### config.mk
export PLATFORM = sky130hd
export DESIGN_NAME = midi_voice_ctrl
export DESIGN_NICKNAME = d
export VERILOG_FILES = /design/src/rtl/midi_pkg.sv /design/src/rtl/midi_note_rom.sv /design/src/rtl/midi_voice_ctrl.sv
export SDC_FILE = /design/constraint.sdc
export NUM_CORES = 1
export LEC_CHECK = 0
export CAP_MARGIN = 20
export CORE_MARGIN = 3
export CORE_UTILIZATION = 52
export DETAILED_ROUTE_END_ITERATION = 8
export PLACE_DENSITY = 0.77
export SETUP_SLACK_MARGIN = 0.1
export SLEW_MARGIN = 30
export SYNTH_ARGS = -nofsm -noshare
export SYNTH_HDL_FRONTEND = slang
export SYNTH_HIERARCHICAL = 1
export SYNTH_SLANG_ARGS = --single-unit
### constraint.sdc
create_clock -name Clk -period 2.4 [get_ports Clk]
set_input_delay 0.48 -clock Clk [delete_from_list [all_inputs] [get_ports Clk]]
set_output_delay 0.48 -clock Clk [all_outputs]
set_load 0.005 [all_outputs]
### src/rtl/midi_pkg.sv
// Shared types and constants for the MIDI voice controller, plus the
// elaboration-time phase-increment function used to fill the note ROM.
package midi_pkg;

    typedef enum logic [2:0] {S_STATUS, S_D1, S_D2, S_LOOK, S_LOAD} state_t;

    localparam logic [3:0] ST_NOTE_OFF = 4'h8;
    localparam logic [3:0] ST_NOTE_ON  = 4'h9;
    localparam logic [7:0] RT_MIN      = 8'hF8;

    // round(f_note * 2^24 / fs), f_note = 440 * 2^((note-69)/12).
    // Semitone ratio from a table, octave by exact power-of-two scaling.
    function automatic logic [23:0] note_inc(input int note, input int fs);
        int  d, k, oct;
        real r, f;
        d   = note - 69;
        k   = ((d % 12) + 12) % 12;
        oct = (d - k) / 12;
        case (k)
            0:       r = 1.0;
            1:       r = 1.0594630943592953;
            2:       r = 1.1224620483093730;
            3:       r = 1.1892071150027210;
            4:       r = 1.2599210498948732;
            5:       r = 1.3348398541700344;
            6:       r = 1.4142135623730951;
            7:       r = 1.4983070768766815;
            8:       r = 1.5874010519681994;
            9:       r = 1.6817928305074290;
            10:      r = 1.7817974362806785;
            11:      r = 1.8877486253633868;
            default: r = 1.0;
        endcase
        f = 440.0 * r;
        if (oct >= 0) begin
            for (int i = 0; i < oct; i++) f = f * 2.0;
        end else begin
            for (int i = 0; i < -oct; i++) f = f / 2.0;
        end
        return 24'($rtoi(f * 16777216.0 / $itor(fs) + 0.5));
    endfunction

endpackage

### src/rtl/midi_note_rom.sv
// 128 x 24 note-number to NCO phase-increment ROM, registered output
// (one cycle latency). Contents are fixed at elaboration from FS_HZ.
module midi_note_rom #(
    parameter int FS_HZ = 48000
) (
    input  logic        Clk,
    input  logic [6:0]  addr,
    output logic [23:0] data
);
    import midi_pkg::*;

    logic [23:0] tab [128];

    for (genvar i = 0; i < 128; i++) begin : g_tab
        assign tab[i] = note_inc(i, FS_HZ);
    end

    always_ff @(posedge Clk) begin
        data <= tab[addr];
    end

endmodule

### src/rtl/midi_voice_ctrl.sv
// MIDI byte parser and monophonic (last-note priority) voice controller
// feeding one NCO. Define MIDI_OMNI_EN to accept Note On/Off on all channels.
module midi_voice_ctrl #(
    parameter logic [3:0] MIDI_CH = 4'd0,
    parameter int         FS_HZ   = 48000
) (
    input  logic        Clk,
    input  logic        Reset,
    input  logic [7:0]  byte_in,
    input  logic        byte_valid,
    output logic        byte_ready,
    output logic [23:0] F_in,
    output logic        loadF,
    output logic [15:0] A_in,
    output logic        loadA,
    output logic        key_on,
    output logic [6:0]  cur_note
);
    import midi_pkg::*;

`ifdef MIDI_OMNI_EN
    localparam bit OMNI = 1'b1;
`else
    localparam bit OMNI = 1'b0;
`endif

    state_t      state, state_nxt;
    logic        run_vld, run_on;
    logic [6:0]  note_r, vel_r;
    logic [23:0] rom_q;

    logic accept, is_rt, is_note_st;
    logic set_run, clr_run, ld_note, note_on, key_clr;

    assign accept     = byte_valid & byte_ready;
    assign is_rt      = (byte_in >= RT_MIN);
    assign is_note_st = ((byte_in[7:4] == ST_NOTE_OFF) || (byte_in[7:4] == ST_NOTE_ON))
                        && (OMNI || (byte_in[3:0] == MIDI_CH));
    assign loadF      = (state == S_LOAD);
    assign loadA      = (state == S_LOAD);

    midi_note_rom #(.FS_HZ(FS_HZ)) u_rom (
        .Clk  (Clk),
        .addr (note_r),
        .data (rom_q)
    );

    always_ff @(posedge Clk or negedge Reset) begin
        if (!Reset) begin
            state      <= S_STATUS;
            byte_ready <= 1'b0;
        end else begin
            state      <= state_nxt;
            byte_ready <= (state_nxt == S_STATUS) || (state_nxt == S_D1) || (state_nxt == S_D2);
        end
    end

    always_comb begin
        state_nxt = state;
        set_run   = 1'b0;
        clr_run   = 1'b0;
        ld_note   = 1'b0;
        note_on   = 1'b0;
        key_clr   = 1'b0;
        case (state)
            S_STATUS, S_D1, S_D2: begin
                // Realtime bytes are consumed without touching the parse state.
                if (accept && !is_rt) begin
                    if (byte_in[7]) begin
                        if (is_note_st) begin
                            set_run   = 1'b1;
                            state_nxt = S_D1;
                        end else begin
                            clr_run   = 1'b1;
                            state_nxt = S_STATUS;
                        end
                    end else if (state == S_D2) begin
                        if (run_on && (byte_in[6:0] != 7'd0)) begin
                            note_on   = 1'b1;
                            state_nxt = S_LOOK;
                        end else begin
                            key_clr   = (note_r == cur_note) && key_on;
                            state_nxt = S_D1;
                        end
                    end else if (state == S_D1 || run_vld) begin
                        ld_note   = 1'b1;
                        state_nxt = S_D2;
                    end
                end
            end
            S_LOOK:  state_nxt = S_LOAD;
            S_LOAD:  state_nxt = S_D1;
            default: state_nxt = S_STATUS;
        endcase
    end

    always_ff @(posedge Clk or negedge Reset) begin
        if (!Reset) begin
            run_vld  <= 1'b0;
            run_on   <= 1'b0;
            note_r   <= 7'd0;
            vel_r    <= 7'd0;
            cur_note <= 7'd0;
            F_in     <= 24'd0;
            A_in     <= 16'd0;
            key_on   <= 1'b0;
        end else begin
            if (set_run) begin
                run_vld <= 1'b1;
                run_on  <= (byte_in[7:4] == ST_NOTE_ON);
            end else if (clr_run) begin
                run_vld <= 1'b0;
            end
            if (ld_note) note_r <= byte_in[6:0];
            if (note_on) begin
                vel_r    <= byte_in[6:0];
                cur_note <= note_r;
            end
            // ROM output for note_r has settled by S_LOOK; publish it on entry to S_LOAD.
            if (state == S_LOOK) begin
                F_in <= rom_q;
                A_in <= {1'b0, vel_r, 8'h00};
            end
            if (state == S_LOAD)  key_on <= 1'b1;
            else if (key_clr)     key_on <= 1'b0;
        end
    end

endmodule

==> impl_results.md, run 1 <==
- Vias per inst: 6.63
- Clk_skew: 0.00641 ns
- Syn Std Cell Area: 6010 sq um
- CORE AREA: 11100 sq um
- Hold_ws: 0.171 ns
- Power Total: 13.5 mW
- Tcrit/Tclk final: 0.954
- Fin util: 0.692
- Critical Path Fanout Max: 8
- Max Freq: 437 MHz
- Chip height: 113 um
- Min Clock Period, post-route: 2.29 ns
- Die area: 12900 sq um
- Critical Path AT: 2.51 ns
- Area grow syn2layout: 27.6%
- Mapped Cells: 741
- H-tree depth: 3
- IO Count: 62
- Clock tree sinks: 82
- Remaining DRCs: 0
- Reg2Reg Depth: 7
- Antenna diode count: 0
- Vias in the first global route: 6007
- Dominant cells by area after synthesis: dfrtp_1 (25%), nand2_1 (8.1%), dfxtp_1 (7.7%)
- Largest net degree at the start of global routing: 60
- Std-Cell Rows: 38
- MaxCap Viol Count: 0
- Max transition margin: 0.560
- Reg2reg setup slack: 0.14 ns
- DR pass1 iterations: 5
- P_leak: 3.31 nW
- Max Slew Vio Count: 0
- Hpwl dp: 16800 um
- Unrepaired setup endpoints after global routing: true
- Seq/Total Area, Yosys: 0.323
- Placer Congestion: 1.03
- Critical path type: primary input to flop
- Post-synth top area share: 0.246
- Unique masters post-synth: 89
- VDD IR max: 0.000975 V
- Final wirelength: 23300 um
- Root Buffer: clkbuf_16
- Design area: 7660 sq um
- Post-synth EDFFs: 0
- Iteration-0 DRC Markers: 842
- FF-to-FF End: u_rom/data[13]
- Grt ovf: 0
- Slew @ Worst Pin: 0.660 ns
- Synth warnings: 6
- Worst EP required: 2.62 ns
- Pwr Density: 1760 nW/um^2
- Final setup violation count: 0
- Die Wd: 113 um
- Final hold violation count: 0
- Syn_area_per_cell: 8.10 sq um
- CTS Buf Count: 9
- Yosys top cell by area: dfrtp_1
- Layout cells sized above 1: 0.240
- Worst-path clk slew: 0.06 ns
- First-pass GRT wire length: 35300 um
- Port Buffer Count: 52
- Skew-Pair Late Insertion Delay: 0.34 ns
- Final Net Count: 861
- Initial core utilization: 0.542
- Hold crit path type: primary input to asynchronous set/reset pin
- Fill cells: 855
- Antenna violations before repair: 1
- CTS tree: done
- Share of flip-flops with an asynchronous set or reset: 0.720
- Critical path launch point type: primary input
- DR vias: 6539
- Tot GR Track Use: 0.356
- Reg-to-Reg Start: note_r[1]
- CTS Buffer Depth: 2
- Antenna-violating nets left: 0
- Ys flop type: dfrtp_1
- Routed wire per std cell: 23.6 um
- Cell Area, Placed: 7150 sq um
- Status: completed
- Post-synthesis register bit count: 82
- Setup crit end kind: flop
## layout make-up
class	count	area, sq um	area share
timing repair buffer	159	1400	0.183
clock buffer	11	253	0.0330
multi-input combinational	580	3780	0.494
tap	140	175	0.0229
inverter	9	41.3	0.00539
sequential	82	1940	0.254
clock inverter	5	62.6	0.00817
## where the power goes
group | switching [mW] | leakage, nW | internal (mW)
clock | 0.544 | 0.148 | 0.865
combinational | 5.48 | 2.22 | 4.09
sequential | 0.503 | 0.941 | 1.99
## worst max-delay path: stages
cell and delay, ns:
clkdlybuf4s50_1 0.43, nor2_1 0.16, a32oi_1 0.11, or4_4 0.45
a211oi_4 0.34, buf_6 0.20, mux2_2 0.34
## placed cells by master, fill, tap and decap left out, drive strengths merged, types with 23 or more instances in the layout
cell,n
buf,108
nand2,131
mux2,25
nor2,54
clkdlybuf4s50,43
dfrtp,59
a21oi,33
nor3,25
dfxtp,23
o21ai,42
## per-stage QoR
stage / setup TNS, ns / setup WS (ns) / std cells
after floorplan: 0 / 0.0422 / 749
after global placement: -8.33 / -0.537 / 965
after detailed placement: -9.28 / -0.587 / 965
after CTS: 0 / 0.107 / 984
after global routing: 0 / 0.0776 / 986
final: 0 / 0.111 / 986
## cells by family after synthesis
logic type | synth area share
AO/OA/AOI/OAI | 0.226
XOR/XNOR | 0.0131
buffers and inverters | 0.0767
adder cells (fa/ha/maj) | 0.0188
multiplexers | 0.0804
flip-flops | 0.323
other | 0.00125
AND/OR/NAND/NOR | 0.261
## what timing repair did
| action | in CTS | in global routing |
|---|---|---|
| resized for setup | 15 | 36 |
| endpoints found under the setup margin | 22 | 26 |
| cloned | 0 | 0 |
| setup buffers | 3 | 2 |
| hold buffers | 0 | 0 |
| pin swaps | 2 | 8 |
## layer usage
metal	part of all wire	global-route usage	routed length [um]	vias to the layer above
met5	0.00043	0	10	-
met4	0.042	0.143	977	2
met3	0.092	0.0647	2140	79
met2	0.46	0.567	10700	423
met1	0.40	0.480	9420	3178
li1	-	-	-	2857
## cell usage after synthesis (4+ instances only)
cell type / count
buf_1: 8
a31oi_1: 10
o211a_1: 5
mux2i_1: 10
dfxtp_1: 23
buf_4: 12
clkbuf_1: 31
o21ai_0: 41
a311oi_1: 7
nand3_1: 22
ha_1: 9
nor2_1: 52
nor2b_1: 14
and2_1: 8
or3_1: 5
nand2_1: 130
o211ai_1: 19
inv_1: 7
buf_2: 19
o311ai_0: 7
o31ai_1: 7
xnor2_1: 7
nand3b_1: 5
a211oi_1: 17
nor3_1: 25
a21oi_1: 33
o2111ai_1: 5
nand2b_1: 22
nor3b_1: 5
mux2_2: 16
buf_6: 4
dfrtp_1: 59
nand4_1: 6
mux2_4: 9
## worst max-delay path by stage
stage,start,to,slack [ns],cells after the start
final,byte_in[2],vel_r[4],0.11,7
after global routing,note_r[1],u_rom/data[13],0.08,7
after CTS,byte_in[0],vel_r[1],0.11,7
after detailed placement,byte_in[6],vel_r[1],-0.59,7
after global placement,byte_in[6],vel_r[4],-0.54,7
after floorplan,byte_in[6],cur_note[0],0.04,6
## flip-flops by register name (all words and copies together), names as in the netlist, 3 cells and up
register / cells
cur_note: 7
F_in: 24
state: 3
A_in: 7
note_r: 7
u_rom/data: 23
vel_r: 7
Power figures use the tool's default switching activity.
==> run 2: changes to the inputs <==
--- a/config.mk
+++ b/config.mk
@@ -7,9 +7,9 @@
 export LEC_CHECK = 0
 export CAP_MARGIN = 20
 export CORE_MARGIN = 3
-export CORE_UTILIZATION = 52
+export CORE_UTILIZATION = 55
 export DETAILED_ROUTE_END_ITERATION = 8
-export PLACE_DENSITY = 0.77
+export PLACE_DENSITY = 0.78
 export SETUP_SLACK_MARGIN = 0.1
 export SLEW_MARGIN = 30
 export SYNTH_ARGS = -nofsm -noshare
==> constraint.sdc (replaced) <==
create_clock -name Clk -period 2.3 [get_ports Clk]
set_input_delay 0.46 -clock Clk [delete_from_list [all_inputs] [get_ports Clk]]
set_output_delay 0.46 -clock Clk [all_outputs]
set_load 0.005 [all_outputs]
==> run 2 against run 1 <==
Against the previous run: worst setup slack lost 0.024 ns; hold slack worse by 0.067 ns; non-clock buffer count is 27 higher; via count grew 2.3%; count of clock-buffer cells in the layout fell by 2; die area down 5.2%; flip-flop and latch count is the same; register-to-register slack lost 0.05 ns; global-route usage increased by 0.45 points; sequential power increased by 2%.
==> impl_results.md, run 2 (same netlist as run 1, synthesis figures left out) <==
- Antenna-violating nets left: 0 (unchanged)
- Min Clock Period, post-route: 2.21 ns
- Unrepaired setup endpoints after global routing: true
- Hpwl dp: 16500 um (-1.6%)
- Vias per inst: 6.63 (about the same)
- CTS Buf Count: 9 (unchanged)
- Worst EP required: 2.55 ns (-0.07 ns)
- Most common cell after layout, fill and taps aside: nand2_1
- Hold crit path type: primary input to asynchronous set/reset pin
- Worst-path clk slew: 0.10 ns (+0.04 ns)
- Critical path type: flop to flop
- Worst path slowest cell: dfrtp_2
- DR vias: 6689 (+2.3%)
- CP dominant cell by count: buf_4
- Final Net Count: 888 (+3.1%)
- Port Buffer Count: 52 (unchanged)
- Cell Area, Placed: 7320 sq um (+2.3%)
- CTS Buffer Depth: 2 (unchanged)
- MaxCap Viol Count: 0 (unchanged)
- Antenna diode count: 0 (unchanged)
- Routed wire per std cell: 23.1 um (-2.2%)
- Final wirelength: 23300 um (about the same)
- Die Wd: 110 um (-2.6%)
- VDD IR max: 0.00126 V (+29%)
- Initial core utilization: 0.574 (+0.0319)
- CTS tree: done
- Largest register FFs: 24 (unchanged)
- Tcrit/Tclk final: 0.962
- Clock tree sinks: 82 (unchanged)
- Iteration-0 DRC Markers: 1117 (+33%)
- Final setup violation count: 0 (unchanged)
- First-pass GRT wire length: 35500 um (+0.61%)
- Worst path cell trace: buf_4 > nor3b_4 > buf_4 > buf_4 > a41o_2 > a21oi_1 > a211oi_4 > buf_6 > mux2_4
- Largest registers: F_in (24), u_rom/data (23)
- Max Slew Vio Count: 0 (unchanged)
- Area grow syn2layout: 31.6%
- Clk_skew: 0.0170 ns (+0.0105 ns)
- Die area: 12200 sq um (-5.2%)
- IO Count: 62 (unchanged)
- P_leak: 3.43 nW (+3.7%)
- Max incr delay on CP: 0.44 ns (about the same)
- Root Buffer: clkbuf_8
- Pwr Density: 1810 nW/um^2 (+3.0%)
- Final hold violation count: 0 (unchanged)
- Std-Cell Rows: 37 (-2.6%)
- Layout cells sized above 1: 0.284 (+0.0441)
- Max Freq: 452 MHz
- Setup crit end kind: flop
- Skew-Pair Late Insertion Delay: 0.36 ns (+0.02 ns)
- Largest net degree at the start of global routing: 58 (-3.3%)
- Most frequent cells in the layout: nand2_1 (130), buf_4 (114), dfrtp_1 (53)
- Most flops, register: F_in
- DR pass1 iterations: 8 (+3)
- Fin util: 0.755 (+0.0638)
- Critical Path AT: 2.46 ns (-0.05 ns)
- Antenna violations before repair: 0 (-1)
- Status: completed
- Critical Path Fanout Max: 8 (unchanged)
- Vias in the first global route: 6344 (+5.6%)
- CORE AREA: 10500 sq um (-5.6%)
- Critical path launch point type: flop
- Design area: 7900 sq um (+3.2%)
- Chip height: 110 um (-2.6%)
- H-tree depth: 3 (unchanged)
- Grt ovf: 0 (unchanged)
- Remaining DRCs: 0 (unchanged)
- Placer Congestion: 1.09 (+5.7%)
- Tot GR Track Use: 0.361 (+0.00454)
- Max transition margin: 0.570 (+0.0103)
- Slew @ Worst Pin: 0.640 ns (-0.0198 ns)
-- run 2: changes by cell type in the layout (fill, tap and decap cells not counted), moves of 4 or more --
cell       delta
clkbuf_8      +7
o311ai_0      -4
buf_4        +18
clkbuf_16     -9
buf_6         +5
ha_1          -4
-- run 2: area by class of cell --
class	instances	area (sq um)
inverters	9	36.3
fillers	755	2560
clock buffers	9	124
multi-input cells	580	3900
repair buffers	186	1650
clock inverters	7	75.1
well taps	136	170
flip-flops and latches	82	1940
-- run 2: stage by stage --
stage | hold WS, ns | instances | setup slack [ns] | TNS, ns | total power, mW
final | 0.105 | 1009 | 0.0866 | 0 | 14.3
after global routing | 0.154 | 1009 | 0.0245 | 0 | 15.0
after CTS | 0.132 | 1000 | 0.0690 | 0 | 13.3
after detailed placement | 0.408 | 978 | -0.529 | -8.10 | 12.0
after global placement | 0.404 | 978 | -0.501 | -7.75 | 11.9
after floorplan | 0.164 | 749 | -0.0378 | -0.340 | 7.99
-- run 2: worst paths after layout --
path | start | endpoint | slack (ns) | cells after the start
max | state[2] | vel_r[3] | 0.09 | 9
min | Reset | key_on | 0.10 | 1
max reg2reg | state[2] | vel_r[3] | 0.09 | 9
min reg2reg | u_rom/data[9] | F_in[9] | 0.42 | 2
max in group asynchronous | Reset | F_in[7] | 1.58 | 2
min in group Clk | u_rom/data[9] | F_in[9] | 0.42 | 2
-- run 2: timing repair --
action	4_1_cts	5_1_grt
resized for setup	31	55
setup endpoints to repair	29	31
hold buffers	0	0
setup buffers	6	9
pin swaps	6	9
-- run 2: report_power, final --
part | internal [mW] | switching (mW) | total, mW
combinational | 4.73 | 5.98 | 10.7
sequential | 2.07 | 0.458 | 2.53
clock | 0.510 | 0.564 | 1.07
-- run 2: metal layers --
layer  wire (um)  up-vias  global-route usage
met5           0        -                   0
met4        1370        0               0.179
met3        2650      127              0.0795
met2       10400      512               0.547
met1        8890     3136               0.486
li1            -     2914                   -
-- run 2: critical path, delay by kind of cell, from the launching register on --
family / cells / cell delay, ns
compound gates: 3 / 0.62
buf+inv: 4 / 0.58
flops: 1 / 0.44
mux: 1 / 0.30
simple gates: 1 / 0.15
